<file path="config.mk">
export PLATFORM = sky130hd
export DESIGN_NAME = spi_result_tx
export DESIGN_NICKNAME = d
export VERILOG_FILES = /design/src/rtl/fft_spi_pkg.sv /design/src/rtl/sync_fifo.sv /design/src/rtl/spi_result_tx.sv
export SDC_FILE = /design/constraint.sdc
export NUM_CORES = 1
export LEC_CHECK = 0
export CAP_MARGIN = 20
export CORE_ASPECT_RATIO = 0.8
export CORE_MARGIN = 4
export CORE_UTILIZATION = 30
export DETAILED_ROUTE_END_ITERATION = 8
export SYNTH_ARGS = -nofsm -noshare
export SYNTH_HDL_FRONTEND = slang
export SYNTH_SLANG_ARGS = --single-unit
</file>
<file path="constraint.sdc">
create_clock -name CLK -period 4.2 [get_ports CLK]
set_input_delay 0.42 -clock CLK [delete_from_list [all_inputs] [get_ports CLK]]
set_output_delay 0.42 -clock CLK [all_outputs]
set_load 0.01 [all_outputs]
</file>
<file path="src/rtl/fft_spi_pkg.sv">
// Shared widths and FSM encoding for the FFT result SPI transmitter.
// Imported by the FIFO and the transmitter top.
package fft_spi_pkg;

    localparam int DW_DEFAULT = 12;
    localparam int WORD_W     = 2 * DW_DEFAULT;

    typedef enum logic [1:0] {
        IDLE,
        LOAD,
        SHIFT,
        GAP
    } tx_state_e;

endpackage

</file>
<file path="src/rtl/sync_fifo.sv">
// Single-clock FIFO with extra wrap bit on each pointer for full/empty.
// Push is ignored when full, pop is ignored when empty.
module sync_fifo
    import fft_spi_pkg::*;
#(
    parameter int WIDTH = WORD_W,
    parameter int DEPTH = 16
) (
    input  logic             clk,
    input  logic             rst,
    input  logic             push,
    input  logic             pop,
    input  logic [WIDTH-1:0] wdata,
    output logic [WIDTH-1:0] rdata,
    output logic             full,
    output logic             empty
);
    localparam int AW = $clog2(DEPTH);

    logic [AW:0]      wptr_q, wptr_d;
    logic [AW:0]      rptr_q, rptr_d;
    logic [WIDTH-1:0] mem_q [DEPTH];
    logic             do_push;
    logic             do_pop;

    assign empty   = (wptr_q == rptr_q);
    assign full    = (wptr_q[AW] != rptr_q[AW]) &&
                     (wptr_q[AW-1:0] == rptr_q[AW-1:0]);
    assign do_push = push && !full;
    assign do_pop  = pop && !empty;
    assign rdata   = mem_q[rptr_q[AW-1:0]];

    // Pointer advance on accepted push/pop
    always_comb begin
        wptr_d = wptr_q + {{AW{1'b0}}, do_push};
        rptr_d = rptr_q + {{AW{1'b0}}, do_pop};
    end

    // Pointer registers
    always_ff @(posedge clk or posedge rst) begin
        if (rst) begin
            wptr_q <= '0;
            rptr_q <= '0;
        end else begin
            wptr_q <= wptr_d;
            rptr_q <= rptr_d;
        end
    end

    // Storage write; contents need no reset since pointers gate visibility
    always_ff @(posedge clk) begin
        if (do_push) begin
            mem_q[wptr_q[AW-1:0]] <= wdata;
        end
    end

endmodule

</file>
<file path="src/rtl/spi_result_tx.sv">
// Buffers {real,imag} FFT results and ships each as one MSB-first
// SPI mode-0 word; CS, SCK and MOSI all come straight from flops.
module spi_result_tx
    import fft_spi_pkg::*;
#(
    parameter int DW      = DW_DEFAULT,
    parameter int DEPTH   = 16,
    parameter int SCK_DIV = 4,
    parameter int GAP_CYC = 2
) (
    input  logic          CLK,
    input  logic          RST,
    input  logic          IEN,
    input  logic [DW-1:0] IREAL,
    input  logic [DW-1:0] IIMAG,
    output logic          IRDY,
    output logic          OVF,
    output logic          BUSY,
    output logic          CS,
    output logic          SCK,
    output logic          MOSI
);
    localparam int WW   = 2 * DW;
    localparam int HALF = SCK_DIV / 2;
    localparam int CW   = $clog2(WW + 1);
    localparam int VW   = $clog2(SCK_DIV);
    localparam int GW   = (GAP_CYC > 1) ? $clog2(GAP_CYC) : 1;

    localparam logic [VW-1:0] DIV_MID  = VW'(HALF - 1);
    localparam logic [VW-1:0] DIV_END  = VW'(SCK_DIV - 1);
    localparam logic [CW-1:0] CNT_LAST = CW'(WW - 1);
    localparam logic [GW-1:0] GAP_LAST = GW'(GAP_CYC - 1);

    tx_state_e     state_q, state_d;
    logic [WW-1:0] sr_q, sr_d;
    logic [VW-1:0] div_q, div_d;
    logic [CW-1:0] cnt_q, cnt_d;
    logic [GW-1:0] gap_q, gap_d;
    logic          cs_q, cs_d;
    logic          sck_q, sck_d;
    logic          mosi_q, mosi_d;
    logic          ovf_q, ovf_d;
    logic          go;

    logic          fifo_pop;
    logic          fifo_full;
    logic          fifo_empty;
    logic [WW-1:0] fifo_rdata;

    sync_fifo #(
        .WIDTH (WW),
        .DEPTH (DEPTH)
    ) u_fifo (
        .clk   (CLK),
        .rst   (RST),
        .push  (IEN),
        .pop   (fifo_pop),
        .wdata ({IREAL, IIMAG}),
        .rdata (fifo_rdata),
        .full  (fifo_full),
        .empty (fifo_empty)
    );

    assign IRDY = !fifo_full;
    assign OVF  = ovf_q;
    assign BUSY = !fifo_empty || (state_q != IDLE);
    assign CS   = cs_q;
    assign SCK  = sck_q;
    assign MOSI = mosi_q;

    // Next state, SCK divider, bit counter, shifter and pin values
    always_comb begin
        state_d  = state_q;
        sr_d     = sr_q;
        div_d    = div_q;
        cnt_d    = cnt_q;
        gap_d    = gap_q;
        cs_d     = cs_q;
        sck_d    = sck_q;
        mosi_d   = mosi_q;
        ovf_d    = ovf_q | (IEN & fifo_full);
        fifo_pop = 1'b0;
        go       = 1'b0;
        unique case (state_q)
            IDLE: begin
                go = !fifo_empty;
            end
            LOAD: begin
                fifo_pop = 1'b1;
                div_d    = '0;
                cnt_d    = '0;
                state_d  = SHIFT;
            end
            SHIFT: begin
                div_d = div_q + 1'b1;
                if (div_q == DIV_MID) begin
                    sck_d = 1'b1;
                end else if (div_q == DIV_END) begin
                    div_d  = '0;
                    sck_d  = 1'b0;
                    cnt_d  = cnt_q + 1'b1;
                    sr_d   = sr_q << 1;
                    mosi_d = sr_q[WW-2];
                    if (cnt_q == CNT_LAST) begin
                        cs_d    = 1'b1;
                        mosi_d  = 1'b0;
                        gap_d   = '0;
                        state_d = GAP;
                    end
                end
            end
            GAP: begin
                gap_d = gap_q + 1'b1;
                if (gap_q == GAP_LAST) begin
                    state_d = IDLE;
                    go      = !fifo_empty;
                end
            end
            default: begin
                state_d = IDLE;
            end
        endcase
        // Head word is visible before its pop, so CS and the MSB
        // are registered on the edge that enters LOAD.
        if (go) begin
            state_d = LOAD;
            cs_d    = 1'b0;
            sr_d    = fifo_rdata;
            mosi_d  = fifo_rdata[WW-1];
        end
    end

    // State and output registers
    always_ff @(posedge CLK or posedge RST) begin
        if (RST) begin
            state_q <= IDLE;
            sr_q    <= '0;
            div_q   <= '0;
            cnt_q   <= '0;
            gap_q   <= '0;
            cs_q    <= 1'b1;
            sck_q   <= 1'b0;
            mosi_q  <= 1'b0;
            ovf_q   <= 1'b0;
        end else begin
            state_q <= state_d;
            sr_q    <= sr_d;
            div_q   <= div_d;
            cnt_q   <= cnt_d;
            gap_q   <= gap_d;
            cs_q    <= cs_d;
            sck_q   <= sck_d;
            mosi_q  <= mosi_d;
            ovf_q   <= ovf_d;
        end
    end

endmodule

</file>
# Word level (Yosys, flattened, before mapping)

Memory sizes are Yosys's and may differ from the RTL's.
Index checks and enable logic that the tools add are counted.

Bitwise logic cells: 2
Multiplexer cells: 37
Add/sub/neg operators: 5
Eq/ne operators: 17
Reduce and logical (&&, ||, !) cells: 21

Operators with widths:

| kind                | count |
|---|---|
| $mux 23             | 4 |
| $mux 1              | 19 |
| $mux 2              | 7 |
| $reduce_bool 2->1   | 7 |
| $ne 3x3->1 const B  | 4 |
| $add 5x1->5         | 2 |
| $mux 5              | 2 |
| $pmux 5 s2          | 1 |
| $ne 2x2->1 const B  | 4 |
| $reduce_and 4->1    | 2 |
| $eq 2x2->1 const B  | 3 |
| $pmux 2 s3          | 1 |
| $reduce_and 3->1    | 2 |
| $add 5x1->5 const B | 1 |
| $eq 5x5->1          | 1 |
| $eq 5x5->1 const B  | 1 |
| $reduce_and 5->1    | 1 |
| $eq 2x1->1 const B  | 2 |
| $eq 4x4->1          | 1 |
| $pmux 1 s2          | 2 |
| $pmux 2 s2          | 1 |
| $reduce_bool 4->1   | 1 |
| $logic_and 1x1->1   | 3 |
| $add 2x1->2 const B | 1 |
| 8 further kinds     | 9 |

Logic and storage cells: 94
Memories: 1
Bits in writable memories: 384
Output and inout bits: 6
Input port bits: 27
Bits in registers: 47

Memory list:

| name         | words | bits a word | read ports | clocked after Yosys merged registers in | write ports | RTL line        | source |
|---|---|---|---|---|---|---|---|
| u_fifo.mem_q | 16    | 24          | 1          | 0                                       | 1           | sync_fifo.sv:22 | `logic [WIDTH-1:0] mem_q [DEPTH];` |

# Longest topological paths before layout

Depth in word-level cells: 6
Gate-level depth with buffers: 9
Depth with buffers taken out: 8

# Hierarchy

Synthesis repeated with hierarchy kept, for this count alone.

Cell total of the unflattened synthesis: 893
Area total of the unflattened synthesis: 17290.3 µm²

By module, submodules not included:

| module        | instances | sequential area each (µm²) | area each (µm²) | cells an instance |
|---|---|---|---|---|
| sync_fifo     | 1         | 11781.3                    | 15382.3         | 708 |
| spi_result_tx | 1         | 927.1                      | 1908.1          | 185 |

# Worst setup path before layout

OpenSTA, ideal clock, no wires.

Kind: register to register
Start point: register u_fifo.rptr_q[1]
End point: memory u_fifo.mem_q[0][0] (netlist name), enable pin
Path slack: 0.088 ns
Period minus slack after synthesis: 4.112 ns
Library setup time: 0.474 ns
Path buffers: 1
Stages on the path, launching flop included: 6
Data required time: 3.726 ns
Arrival: 3.637 ns
Cells stage by stage: dfrtp_1 > buf_2 > xnor2_1 > nand4_1 > o21ai_0 > nor4b_1

Word-level cells in the longest chain between the ends: 6

RTL lines:

| what                         | RTL line        | source |
|---|---|---|
| start, declared              | sync_fifo.sv:21 | `logic [AW:0] rptr_q, rptr_d;` |
| start signal, assigned       | sync_fifo.sv:46 | `rptr_q <= rptr_d;` |
| $eq 4x4->1                   | sync_fifo.sv:28 | `(wptr_q[AW-1:0] == rptr_q[AW-1:0]);` |
| $logic_and 1x1->1            | sync_fifo.sv:27 | `assign full = (wptr_q[AW] != rptr_q[AW]) &&` |
| $logic_not 1->1              | sync_fifo.sv:29 | `assign do_push = push && !full;` |
| $logic_and 1x1->1            | sync_fifo.sv:29 |  |
| $mux 1                       | sync_fifo.sv:52 | `if (do_push) begin` |
| $mux 1 (implied by the code) | sync_fifo.sv:53 | `mem_q[wptr_q[AW-1:0]] <= wdata;` |
| end, declared                | sync_fifo.sv:22 |  |

Every way passes these cells.

# Worst setup path after layout

Start point: register u_fifo.rptr_q[1]
End point: memory u_fifo.mem_q[1][13] (netlist name), enable pin

The elaborated chain is that of the path after synthesis.

==> results.cfg <==
[outcome]
outcome = finished clean

[clocking]
clockBufferDepth = 3
cts.repair.resized = 0
cts_tree = done
clkTransAtPathRegs_ns = 0.07
htreeDepth = 2
cts_buffers = 41
cts_hold_buf = 0
clock_latency_ns = 0.54
post_cts_buffers = 0
root_buffer = clkbuf_16
clock_sinks = 431

[setup_path]
cp_max_fo = 16
crit_arrival_ns = 3.21
critPathSlowestCell = nor3_2
cp-start-kind = flop
r2r_slack_ns = 1.20
worstPathRequired_ns = 4.41
rr_startpoint = u_fifo.rptr_q[1]
crit_chain = xnor2_1 -> nand4_1 -> o2111ai_1 -> nor3_2 -> buf_4
critPathCaptureType = flop
worst-setup-path-type = flop to flop
rr_endpoint = u_fifo.mem_q[1][13]
r2r_cells = 5
slowest_delay_ns = 0.76

[timing]
worst_slew_pin_slew_ns = 1.066
max_freq_mhz = 333.4
period_needed_ns = 2.999
hold_violations = 0
min_period_over_period_pct = 71.41
fin_hold_ws_ns = 0.3090
rsz0062_at_grt = false
tns_ns = 0
relSlewSlack_pct = 28.75
final_max_slew_viol_count = 0
finalSetupViolations = 0
fin_skew_ns = 0.008891

[placement]
io_buffers = 32
gp_congestion = 0.7174
dpl.hpwl_um = 18990

[detailed_routing]
initialDrtViolationCount = 627
firstDrtPassIters = 5
drc = 0
wl_per_cell_um = 21.17
ant_nets = 0
routed_wl_um = 34780
vias = 7845
viasPerCell = 4.775

[layout]
nFillCells = 5166
layout_commonest_cell = edfxtp_1
final_core_util_pct = 35.13
final_cell_mix = edfxtp_1 (384), mux4_2 (92), a22o_1 (50)
drive_above_1_share_pct = 21.84
num-nets-final = 901
antennaDiodeCount = 0
areaGrowthSynthToFinish_pct = 15.28

[hold_path]
hp-class = input port to asynchronous set/reset pin

[grt]
antenna_found_initial = 0
grt_pass1_vias = 8120
grt_use_total_pct = 11.68
grt-ovfl-total = 0
grt_max_degree = 98
grt_first_pass_wirelength_um = 52830

[synthesis]
synthAdderAreaFrac_pct = 0.8126
synth.net_count = 850
synthSimpleGateAreaFrac_pct = 2.260
synth-warning-count = 0
synth-edff-count = 384
async_flop_share_pct = 10.90
post_synth_num_cell_types = 44
synth_top_family_by_area = multiplexers
synth-compound-area-share_pct = 3.524
synth_ff_type = edfxtp_1
synth_area_per_cell_um2 = 20.86
synthMuxAreaShare_pct = 15.82
synth-xor-area-share_pct = 0.6205
synth_area_leaders = edfxtp_1 (68%), mux4_2 (12%), dfrtp_1 (6.8%)
syn_inst = 812
synth_top_area_cell = edfxtp_1
synth.cell_area_um2 = 16940
synthDominantCellAreaShare_pct = 68.08
ys_seq_area_share_pct = 75.03
ys_ff_latch = 431

[pwr]
clkPwrFrac_pct = 27.8
p_comb_share_pct = 28.8
p_switching_mw = 3.829
p_seq_share_pct = 43.4
intPower_mw = 8.981
switching_share_pct = 29.89
powerDensity_nw_per_um2 = 656.1
peakVddDrop_v = 0.0005707
leakage_nw = 6.318

[run]
cap_viol_max_count = 0

[die]
io_pins = 33
core_um2 = 55590
die_h_um = 220.5
initial_core_util_pct = 30.47
die_x_um = 273.7
rows = 77
dieArea_um2 = 60350
[cells in the mapped netlist, types with 2 or more instances]
master and number:
nand2b_1 3, mux4_1 4, o21a_1 2, mux4_2 92, dfrtp_1 46, buf_6 5
buf_2 15, nor4_1 3, inv_1 11, xor2_1 3, a22o_1 50, ha_1 11
clkbuf_1 18, xnor2_1 9, nor2b_1 5, buf_12 3, mux2i_1 49, o21ai_1 2
edfxtp_1 384, buf_4 3, or2_2 2, nand3_1 8, nor2_1 39, and2_1 2
nand2_1 10, nor3_1 4, o2111ai_1 4, a21oi_1 2, o21ai_0 8
[power by group through the flow]
stage	clock network, mW	logic [mW]	registers [mW]
2_1_floorplan	0	2.88	5.50
3_3_place_gp	0	3.71	5.62
3_5_place_dp	0	3.77	5.64
4_1_cts	3.66	3.79	5.56
5_1_grt	3.85	4.04	5.61
6_report	3.57	3.69	5.55
[worst max path at each step]
stage	startpoint	endpoint	slack [ns]	depth (start not counted)
floorplan	u_fifo.rptr_q[1]	u_fifo.mem_q[0][0]	0.09	5
global placement	IEN	u_fifo.mem_q[1][13]	1.24	4
detailed placement	IEN	u_fifo.mem_q[1][13]	1.20	4
CTS	u_fifo.rptr_q[1]	u_fifo.mem_q[1][13]	1.19	5
global route	u_fifo.wptr_q[1]	u_fifo.mem_q[1][12]	1.03	5
finish	u_fifo.rptr_q[1]	u_fifo.mem_q[1][13]	1.20	5
[flip-flops by register name, indices dropped and copies added, names as in the netlist]
register	cells
MOSI	1
u_fifo.rptr_q	5
u_fifo.wptr_q	5
div_q	2
cnt_q	5
gap_q	1
CS	1
sr_q	23
state_q	2
OVF	1
SCK	1
u_fifo.mem_q	384
[critical path: cells and delay by family (launching register included)]
| kind | cells | cell delay, ns |
|---|---|---|
| buffers and inverters | 1 | 0.44 |
| AO/OA/AOI/OAI | 1 | 0.43 |
| flip-flops | 1 | 0.53 |
| XOR/XNOR | 1 | 0.19 |
| AND/OR/NAND/NOR | 2 | 1.04 |
[layer usage]
layer | global-route usage, % | part of all wire, % | wire length (µm)
met3 | 2.190 | 5.5 | 1912
met2 | 17.81 | 46 | 15920
met4 | 2.569 | 1.6 | 551
met5 | 0 | 0 | 0
met1 | 17.52 | 47 | 16400
[cells by family after synthesis]
family	after synthesis
multiplexers	146
adder cells (fa/ha/maj)	11
AO/OA/AOI/OAI	74
flip-flops	431
XOR/XNOR	12
buffers and inverters	56
AND/OR/NAND/NOR	82
[through the flow]
step                setup slack (ns)  cell area, µm²  power, mW  cells
CTS                            1.189           19510      13.00   1642
finish                         1.201           19530      12.81   1643
detailed placement             1.198           18240      9.417   1569
floorplan                    0.08816           16940      8.376    812
global placement               1.244           18190      9.325   1567
global route                   1.034           19530      13.50   1643
[area by class of cell]
cell class                 instances  area (µm²)  area share [%]
timing repair buffer              53       535.5           2.743
tap                              750       938.4           4.806
inverter                          11       41.29          0.2115
sequential                       431       12720           65.12
multi-input combinational        325        4028           20.63
clock inverter                    20       186.4          0.9548
clock buffer                      53        1081           5.536
No activity file was read; power rests on OpenSTA's default activity.
